## src/rtl/subband_frame_serializer_if.sv

```systemverilog
// Stream-side bundle for the sub-band frame serializer: band capture, word output, drop reporting.
`timescale 1ns/1ps
interface subband_frame_serializer_if #(
    parameter int NUM_CH = 16,
    parameter int IN_W   = 35,
    parameter int OUT_W  = 16
) ();
    logic                     clk_enable;
    logic                     in_valid;
    logic [NUM_CH*IN_W-1:0]   in_data;
    logic                     out_valid;
    logic                     out_ready;
    logic signed [OUT_W-1:0]  out_data;
    logic [3:0]               out_ch;
    logic                     out_last;
    logic                     overflow;
    logic                     clear_ovf;
    logic [7:0]               drop_count;

    modport slave (
        input  clk_enable, in_valid, in_data, out_ready, clear_ovf,
        output out_valid, out_data, out_ch, out_last, overflow, drop_count
    );

    modport master (
        output clk_enable, in_valid, in_data, out_ready, clear_ovf,
        input  out_valid, out_data, out_ch, out_last, overflow, drop_count
    );
endinterface

```

## src/rtl/subband_frame_serializer.sv

```systemverilog
// Rounds/saturates 16 bands to sfix16_En13 into a ping-pong buffer and streams them in band order.
// First word valid one edge after the capture edge; a stalled word holds, a capture with no free slot is dropped and counted.
`timescale 1ns/1ps
module subband_frame_serializer #(
    parameter int NUM_CH = 16,
    parameter int IN_W   = 35,
    parameter int OUT_W  = 16,
    parameter int SHIFT  = 19
) (
    input  logic                      clock,
    input  logic                      reset,
    subband_frame_serializer_if.slave bus
);
    typedef enum logic {IDLE, SEND} state_t;

    localparam logic [3:0]    LAST_CH = 4'(NUM_CH - 1);
    localparam logic [IN_W:0] HALF    = (IN_W + 1)'(1) << (SHIFT - 1);

    // Round half toward +inf on the sign-extended sample, then clamp to OUT_W.
    function automatic logic [OUT_W-1:0] quantize(input logic [IN_W-1:0] x);
        logic [IN_W:0]       t;
        logic [IN_W-SHIFT:0] q;
        t = {x[IN_W-1], x} + HALF;
        q = t[IN_W:SHIFT];
        if (!q[IN_W-SHIFT] && (|q[IN_W-SHIFT-1:OUT_W-1]))
            return {1'b0, {(OUT_W-1){1'b1}}};
        else if (q[IN_W-SHIFT] && !(&q[IN_W-SHIFT-1:OUT_W-1]))
            return {1'b1, {(OUT_W-1){1'b0}}};
        return q[OUT_W-1:0];
    endfunction

    state_t           state_q, state_d;
    logic [1:0]       full_q, full_d;
    logic             wr_sel_q, wr_sel_d;
    logic             rd_sel_q, rd_sel_d;
    logic [3:0]       rd_ch_q, rd_ch_d;
    logic             out_valid_q;
    logic [OUT_W-1:0] out_data_q;
    logic [3:0]       out_ch_q;
    logic             out_last_q;
    logic             overflow_q;
    logic [7:0]       drop_count_q;

    logic [OUT_W-1:0] slot_q [2][NUM_CH];
    logic [OUT_W-1:0] quant  [NUM_CH];

    logic capture, xfer, last_xfer, accept, drop;

    assign capture   = bus.in_valid & bus.clk_enable;
    assign xfer      = out_valid_q & bus.out_ready;
    assign last_xfer = xfer && (rd_ch_q == LAST_CH);
    // The write slot may be the one whose last word leaves on this very edge.
    assign accept    = capture && (!full_q[wr_sel_q] || (last_xfer && (rd_sel_q == wr_sel_q)));
    assign drop      = capture && !accept;

    always_comb begin
        for (int k = 0; k < NUM_CH; k++)
            quant[k] = quantize(bus.in_data[k*IN_W +: IN_W]);
    end

    always_comb begin
        state_d  = state_q;
        full_d   = full_q;
        wr_sel_d = wr_sel_q;
        rd_sel_d = rd_sel_q;
        rd_ch_d  = rd_ch_q;
        if (state_q == IDLE) begin
            if (|full_q)
                state_d = SEND;
        end else if (xfer) begin
            if (last_xfer) begin
                full_d[rd_sel_q] = 1'b0;
                rd_sel_d         = !rd_sel_q;
                rd_ch_d          = '0;
                if (!full_q[!rd_sel_q])
                    state_d = IDLE;
            end else begin
                rd_ch_d = rd_ch_q + 4'd1;
            end
        end
        if (accept) begin
            full_d[wr_sel_q] = 1'b1;
            wr_sel_d         = !wr_sel_q;
        end
    end

    always_ff @(posedge clock) begin
        if (accept) begin
            for (int k = 0; k < NUM_CH; k++)
                slot_q[wr_sel_q][k] <= quant[k];
        end
    end

    always_ff @(posedge clock or posedge reset) begin
        if (reset) begin
            state_q      <= IDLE;
            full_q       <= '0;
            wr_sel_q     <= 1'b0;
            rd_sel_q     <= 1'b0;
            rd_ch_q      <= '0;
            out_valid_q  <= 1'b0;
            out_data_q   <= '0;
            out_ch_q     <= '0;
            out_last_q   <= 1'b0;
            overflow_q   <= 1'b0;
            drop_count_q <= '0;
        end else begin
            state_q     <= state_d;
            full_q      <= full_d;
            wr_sel_q    <= wr_sel_d;
            rd_sel_q    <= rd_sel_d;
            rd_ch_q     <= rd_ch_d;
            out_valid_q <= (state_d == SEND);
            out_ch_q    <= rd_ch_d;
            out_last_q  <= (state_d == SEND) && (rd_ch_d == LAST_CH);
            out_data_q  <= (state_d == SEND) ? slot_q[rd_sel_d][rd_ch_d] : '0;
            if (bus.clear_ovf) begin
                overflow_q   <= 1'b0;
                drop_count_q <= '0;
            end else if (drop) begin
                overflow_q <= 1'b1;
                if (drop_count_q != 8'hFF)
                    drop_count_q <= drop_count_q + 8'd1;
            end
        end
    end

    assign bus.out_valid  = out_valid_q;
    assign bus.out_data   = out_data_q;
    assign bus.out_ch     = out_ch_q;
    assign bus.out_last   = out_last_q;
    assign bus.overflow   = overflow_q;
    assign bus.drop_count = drop_count_q;
endmodule
```

## src/flat_wrapper.sv

```systemverilog
// flat-port wrapper written by rule: the top's interface ports become plain ports
module subband_frame_serializer_flat 
#(
    parameter int NUM_CH = 16,
    parameter int IN_W   = 35,
    parameter int OUT_W  = 16,
    parameter int SHIFT  = 19
)
  (clock, reset, bus_clk_enable, bus_in_valid, bus_in_data, bus_out_ready, bus_clear_ovf, bus_out_valid, bus_out_data, bus_out_ch, bus_out_last, bus_overflow, bus_drop_count);
  subband_frame_serializer_if #(.NUM_CH(NUM_CH), .IN_W(IN_W), .OUT_W(OUT_W)) bus_i ();
  input  logic clock;
  input  logic reset;
  input wire logic [$bits(bus_i.clk_enable)-1:0] bus_clk_enable;
  input wire logic [$bits(bus_i.in_valid)-1:0] bus_in_valid;
  input wire logic [$bits(bus_i.in_data)-1:0] bus_in_data;
  input wire logic [$bits(bus_i.out_ready)-1:0] bus_out_ready;
  input wire logic [$bits(bus_i.clear_ovf)-1:0] bus_clear_ovf;
  output wire logic [$bits(bus_i.out_valid)-1:0] bus_out_valid;
  output wire logic [$bits(bus_i.out_data)-1:0] bus_out_data;
  output wire logic [$bits(bus_i.out_ch)-1:0] bus_out_ch;
  output wire logic [$bits(bus_i.out_last)-1:0] bus_out_last;
  output wire logic [$bits(bus_i.overflow)-1:0] bus_overflow;
  output wire logic [$bits(bus_i.drop_count)-1:0] bus_drop_count;
  assign bus_i.clk_enable = bus_clk_enable;
  assign bus_i.in_valid = bus_in_valid;
  assign bus_i.in_data = bus_in_data;
  assign bus_i.out_ready = bus_out_ready;
  assign bus_i.clear_ovf = bus_clear_ovf;
  assign bus_out_valid = bus_i.out_valid;
  assign bus_out_data = bus_i.out_data;
  assign bus_out_ch = bus_i.out_ch;
  assign bus_out_last = bus_i.out_last;
  assign bus_overflow = bus_i.overflow;
  assign bus_drop_count = bus_i.drop_count;
  subband_frame_serializer #(.NUM_CH(NUM_CH), .IN_W(IN_W), .OUT_W(OUT_W), .SHIFT(SHIFT)) u_core (.clock(clock), .reset(reset), .bus(bus_i));
endmodule
```

## config.mk

```make
export PLATFORM = sky130hd
export DESIGN_NAME = subband_frame_serializer_flat
export DESIGN_NICKNAME = d
export VERILOG_FILES = /design/src/rtl/subband_frame_serializer_if.sv /design/src/rtl/subband_frame_serializer.sv /design/src/flat_wrapper.sv
export SDC_FILE = /design/constraint.sdc
export NUM_CORES = 1
export LEC_CHECK = 0
export BUFFER_PORTS_ARGS = -buffer_cell sky130_fd_sc_hd__buf_2
export CORE_ASPECT_RATIO = 1.25
export CORE_MARGIN = 2
export CORE_UTILIZATION = 40
export CTS_BUF_LIST = sky130_fd_sc_hd__clkbuf_4 sky130_fd_sc_hd__clkbuf_8
export DETAILED_ROUTE_END_ITERATION = 6
export SETUP_SLACK_MARGIN = 0.15
export SYNTH_ARGS = -nofsm -noshare
export SYNTH_HDL_FRONTEND = slang
export SYNTH_SLANG_ARGS = --single-unit
```

## constraint.sdc

```tcl
create_clock -name clock -period 58.8 [get_ports clock]
set_input_delay 2.94 -clock clock [delete_from_list [all_inputs] [get_ports clock]]
set_output_delay 2.94 -clock clock [all_outputs]
set_load 0.02 [all_outputs]
```

======== Yosys cells after proc, flatten, opt, wreduce, memory -nomap -nowiden ========
Memory sizes are Yosys's and may differ from the RTL's.
Cells that the tools add are included.
storage, ports and cells
  bits in registers ....................... 35
  bits in writable memories ............... 512
  bits of input ports ..................... 566
  output and inout port bits .............. 31
  logic and storage cells ................. 238
  memories ................................ 1
memory list
  memory         words  bits a word  rd ports  clocked after Yosys merged registers in  write ports  line                            source
  u_core.slot_q  2      256          1         0                                        1            subband_frame_serializer.sv:44  logic [OUT_W-1:0] slot_q [2][NUM_CH];
operators by class
  $add $sub $neg .......................... 18
  $lt $le $gt $ge ......................... 6
  equal/unequal tests ..................... 4
  multiplexer cells ....................... 114
  bitwise gates (word level) .............. 6
  reduce and logical (&&, ||, !) cells .... 80
operator list
  operator                                                               count
  16-bit 2-to-1 mux                                                      51
  35-bit by 20-bit adder with 36-bit output (second input constant)      16
  16-bit binary-select mux with 4-bit select                             1
  1-bit 2-to-1 mux                                                       50
  1-bit logical AND                                                      39
  1-bit logical NOT                                                      36
  8-bit 2-to-1 mux                                                       3
  4-bit 2-to-1 mux                                                       3
  8-bit by 1-bit adder with 8-bit output (second input constant)         1
  4-bit == test (second input constant)                                  2
  2-bit 2-to-1 mux                                                       4
  8-bit inequality test (second input constant)                          1
  1-bit by 2-bit < comparator with 1-bit output (second input constant)  3
  5-bit >= comparator (second input constant)                            1
  4-bit NOT with 5-bit output                                            1
  4-bit by 1-bit adder with 4-bit output (second input constant)         1
  2-bit nonzero test                                                     2
  1-bit AND                                                              2
  2-bit AND                                                              1
  1-bit demux with 1-bit select                                          2
  1-bit >= comparator (second input constant)                            2
  2-bit NOT                                                              1
  2-bit bitwise OR                                                       1
  2-bit AND reduction                                                    1
  other kinds (3)                                                        3

======== Logic depth before layout (Yosys ltp) ========
  word-level depth ........................ 11
  mapped depth ............................ 12
  depth with buffers taken out ............ 9

======== Worst setup path before layout ========
Ideal clock, no wire load.
  kind .................................... input to register
  start ................................... in bus_out_ready
  end ..................................... mem u_core.slot_q[0][0] (netlist name) (enable)
  library setup time ...................... 1,250 ps
  data arrival time ....................... 22,573 ps
  required time ........................... 57,550 ps
  slack ................................... 34,977 ps
  stages .................................. 7
  path buffers ............................ 4
  path through ............................ buf_2 > and2_1 > buf_4 > nand3_1 > clkbuf_1 > buf_1 > a211oi_1
between the ends
  longest elaborated chain between the ends .. 7
RTL lines
  item                                    line                            source
  start, declared                         flat_wrapper.sv:16              input wire logic [$bits(bus_i.out_ready)-1:0] bus_out_ready;
  1-bit AND                               subband_frame_serializer.sv:50  assign xfer = out_valid_q & bus.out_ready;
  1-bit logical AND                       subband_frame_serializer.sv:51  assign last_xfer = xfer && (rd_ch_q == LAST_CH);
  1-bit logical AND                       subband_frame_serializer.sv:53  assign accept = capture && (!full_q[wr_sel_q] || (last_xfer && (rd_sel_q == wr_sel_q)));
  1-bit logical OR                        subband_frame_serializer.sv:53
  1-bit logical AND                       subband_frame_serializer.sv:53
  1-bit 2-to-1 mux                        subband_frame_serializer.sv:88  if (accept) begin
  1-bit 2-to-1 mux (not written as such)  subband_frame_serializer.sv:90  slot_q[wr_sel_q][k] <= quant[k];
  end, declared                           subband_frame_serializer.sv:44
Every way passes these cells.

======== Worst setup path in the final report ========
  start ................................... in bus_out_ready
  end ..................................... reg u_core.out_data_q[1], in the netlist u_core.bus.out_data[1]
between the ends
  longest elaborated chain between the ends .. 10
  elaborated cells on any way between the ends .. 17
  those cells by class .................... mux (13); bitwise (2); reduce/logical (1); memory (1)
RTL lines
  item                                                                           line                             source
  1-bit AND *                                                                    subband_frame_serializer.sv:50
  1-bit logical AND                                                              subband_frame_serializer.sv:51
  1-bit 2-to-1 mux / 4-bit 2-to-1 mux (equally long branches)                    subband_frame_serializer.sv:71   if (last_xfer) begin
  1-bit 2-to-1 mux / 4-bit 2-to-1 mux (equally long branches)                    subband_frame_serializer.sv:70   end else if (xfer) begin
  1-bit 2-to-1 mux / 4-bit 2-to-1 mux (equally long branches)                    subband_frame_serializer.sv:67   if (state_q == IDLE) begin
  memory read 2 x 256 bit / 4-bit NOT with 5-bit output (equally long branches)  n/a
  16-bit binary-select mux with 4-bit select                                     subband_frame_serializer.sv:116  out_data_q <= (state_d == SEND) ? slot_q[rd_sel_d][rd_ch_d] : '0;
  16-bit 2-to-1 mux (not written as such) (2 in a row)                           subband_frame_serializer.sv:116
  16-bit 2-to-1 mux *                                                            subband_frame_serializer.sv:116
  end signal, assigned                                                           subband_frame_serializer.sv:116
  end, declared                                                                  subband_frame_serializer.sv:38   logic [OUT_W-1:0] out_data_q;
Mark *: on every way between the ends. The rest lies on a longest branch, timed or not. The select of a mux whose other input is x is not followed.
A chain may end at the register's enable or synchronous reset.

==> impl_metrics.py <==
metrics = {
    "status": {
        "status": "finished, violations left",
        "failed_checks": "capacitance limit, slew limit",
    },
    "floorplan": {
        "core_um2": 70800,
        "start_util_pct": 40.5,
        "die-area_um2": 73800,
        "die_x_um": 243,
        "rows": 109,
        "io_pins": 597,
        "die_h_um": 303,
    },
    "setup_path": {
        "crit_chain": "buf_2 -> nand2_2 -> nor3_2 -> buf_4 -> nor2_4 -> inv_4 -> buf_4 -> mux2_1 -> a2111oi_0 -> o32ai_1",
        "worstSetupPathType": "primary input to register",
        "slowest_stage": "a2111oi_0",
        "cp_max_fo": 39,
        "crit_top_cell": "buf_4",
        "worst_setup_path_end_kind": "register",
        "timing.rr.start": "u_core.state_q",
        "slowest_delay_ps": 1320,
        "critical_path_arrival_ps": 8100,
        "start_kind": "primary input",
        "cp-startpoint": "bus_out_ready",
        "cp.required_ps": 59300,
    },
    "synth": {
        "yosysUniqueCellTypes": 54,
        "synth_top_area_share_pct": 53.7,
        "synth_warnings": 0,
        "synth_seq_area_share_pct": 56.8,
        "synth_top_area_cell": "edfxtp_1",
        "netlist_area_um2": 28600,
        "synthTopCellsByArea": "edfxtp_1 (54%), a21oi_1 (4.9%), xnor2_1 (3.8%)",
        "synth-seq-cells": 547,
        "synth_nets": 3071,
        "avgSynthCellArea_um2": 11.6,
        "async_flop_share_pct": 6.40,
        "synth-main-ff-cell": "edfxtp_1",
        "syn_inst": 2471,
        "synth-edff-count": 512,
    },
    "power_and_ir_drop": {
        "power_switching_mw": 0.431,
        "power_mw": 1.18,
        "power_leakage_nw": 11.2,
        "clkPwrFrac_pct": 27.1,
        "p_per_area_nw_per_um2": 36.2,
        "sw_frac_of_total_pct": 36.4,
        "peakVddDrop_v": 0.0000288,
        "intPower_mw": 0.751,
        "pwr-share-comb_pct": 33.2,
        "seqPwrFrac_pct": 39.7,
    },
    "timing": {
        "tightest_slew_ps": 1540,
        "hold_viol_final": 0,
        "clock.fmax_ghz": 0.132,
        "setup_viol": 0,
        "period_share_pct": 12.9,
        "clock_skew_ps": 46.2,
        "finalWorstPathRequiredPeriod_ps": 7590,
        "max_slew_margin_pct": -5.65,
        "tns_ps": 0,
        "maxSlewViolCount": 3,
        "rsz0062_at_grt": "false",
    },
    "global_routing": {
        "track_usage_pct": 22.7,
        "grt_max_degree": 161,
        "grt_pass1_vias": 21100,
        "grt_pass1_wl_mm": 127,
        "grt.overflow.total": 0,
        "antenna_found_initial": 5,
    },
    "drt": {
        "drt_iter0_markers": 1875,
        "ant_nets": 0,
        "drt_pre_antenna_iters": 6,
        "viasPerCell": 5.79,
        "wire_per_inst_um": 23.1,
        "drt-total-wl_mm": 86.2,
        "route.detailed.drc": 0,
        "vias": 21600,
    },
    "finish": {
        "drive_above_1_share_pct": 19.8,
        "n_fill_cell": 6493,
        "syn_to_final_growth_pct": 14.1,
        "fin_nets": 3331,
    },
    "hold_path": {
        "hp-start": "u_core.bus.overflow",
        "hp-class": "register to register",
    },
    "cts": {
        "cts_tree": "done",
        "postCtsHoldBufs": 0,
        "cts.repair.resized": 0,
        "cts_root_buffer": "clkbuf_8",
        "clock_path_buffers": 3,
        "path_clk_slew_ps": 70,
        "worstSkewPairLatency_ps": 690,
        "h-tree-depth": 3,
        "cts.sinks": 547,
        "post-cts-setup-buffers": 0,
        "cts_buffers": 85,
    },
    "place": {
        "dp_hpwl_mm": 60.4,
        "routabilityCongestion": 0.883,
        "portBuffers": 308,
    },
    "run": {
        "max_cap_violations": 2,
    },
}
path summary, 6_finish.rpt:
path / endpoint / slack [ps] / depth (start not counted)
max: u_core.bus.out_data[1] / 51210 / 10
min: u_core.bus.overflow / 500 / 2
max reg2reg: u_core.bus.out_data[1] / 53350 / 10
min reg2reg: u_core.bus.overflow / 500 / 2
max in group asynchronous: u_core.rd_ch_q[0] / 56000 / 3
min in group asynchronous: u_core.bus.out_data[5] / 2390 / 3
cells in the mapped netlist (2+ instances only):
cell	count
inv_1	49
nand2_1	198
o311ai_0	2
and3b_1	2
a2111oi_0	32
nand2b_1	5
a211oi_1	33
a21oi_1	279
o32ai_1	16
mux4_2	32
o21ai_1	4
a31oi_1	34
o21ai_0	80
or3_1	6
xnor2_1	125
o21a_1	16
mux2i_1	49
dfrtp_1	35
a222oi_1	32
nor4_1	2
xor2_1	118
buf_2	26
inv_2	2
nor3_1	32
buf_4	13
a221oi_1	32
nand2_2	2
and3_1	61
nor2_1	119
nand3_1	136
mux2_2	24
clkbuf_1	125
edfxtp_1	512
mux2_1	24
and4_1	7
buf_1	5
ha_1	34
o221ai_1	16
and2_1	5
nand4_1	101
nor2b_1	33
logic make-up after synthesis:
family | after synthesis | share of synthesized area (%)
fa+ha+maj | 34 | 1.49
mux | 130 | 6.17
compound gates | 582 | 12.7
simple gates | 714 | 12.3
xor+xnor | 243 | 7.43
buf+inv | 221 | 3.21
flops | 547 | 56.8
critical path, delay by kind of cell:
| kind | cells | cell delay, ps |
|---|---|---|
| AO/OA/AOI/OAI | 2 | 1560 |
| buffers and inverters | 4 | 1950 |
| multiplexers | 1 | 420 |
| AND/OR/NAND/NOR | 3 | 1180 |
placed cells by master (no fill, tap or decap), drive strengths merged, types with 35 or more instances in the layout:
cell / n
nand3: 137
a21oi: 281
dfrtp: 35
inv: 52
nand2: 200
xor2: 118
mux2i: 50
nor2: 120
o21ai: 85
mux2: 48
buf: 343
xnor2: 125
edfxtp: 512
nand4: 101
and3: 61
clkbuf: 116
power by group through the flow:
stage	clock network [mW]	logic [mW]	registers, mW
after floorplan	0	0.228	0.482
final	0.320	0.392	0.470
after global placement	0	0.383	0.476
after global routing	0.344	0.416	0.470
after CTS	0.327	0.391	0.469
after detailed placement	0	0.389	0.476
sequential cells by signal (all words and copies together), names as in the netlist:
register and count:
u_core.slot_q 512, u_core.bus.overflow 1, u_core.full_q 2, u_core.rd_ch_q 4
u_core.rd_sel_q 1, u_core.state_q 1, u_core.bus.drop_count 8, u_core.bus.out_last 1
u_core.bus.out_data 16, u_core.wr_sel_q 1
final cells by class:
type	instances	area, µm²	area share [%]
inverters	51	194	0.594
flip-flops and latches	547	16300	49.8
repair buffers	343	1820	5.56
clock buffers	116	1430	4.39
clock inverters	30	241	0.739
multi-input cells	1703	11500	35.3
diodes	3	7.51	0.0230
well taps	943	1180	3.61
layer usage:
metal / GRT usage, % / part of all wire, %
met1: 29.9 / 42
met2: 37.9 / 48
met3: 3.74 / 6.5
met4: 8.66 / 3.2
met5: 0 / 0.015
per-stage QoR:
step                area (µm²)  setup WS [ps]  cells  hold WS (ps)  util (%)
floorplan                28600          34980   2471           496         -
global placement         31000          50730   3587           490      43.8
detailed placement       31000          50680   3587           490      43.8
CTS                      32700          51440   3733           503      46.1
global route             32700          51170   3735           540      46.1
finish                   32700          51210   3736           496      46.1
Power figures use the tool's default switching activity.
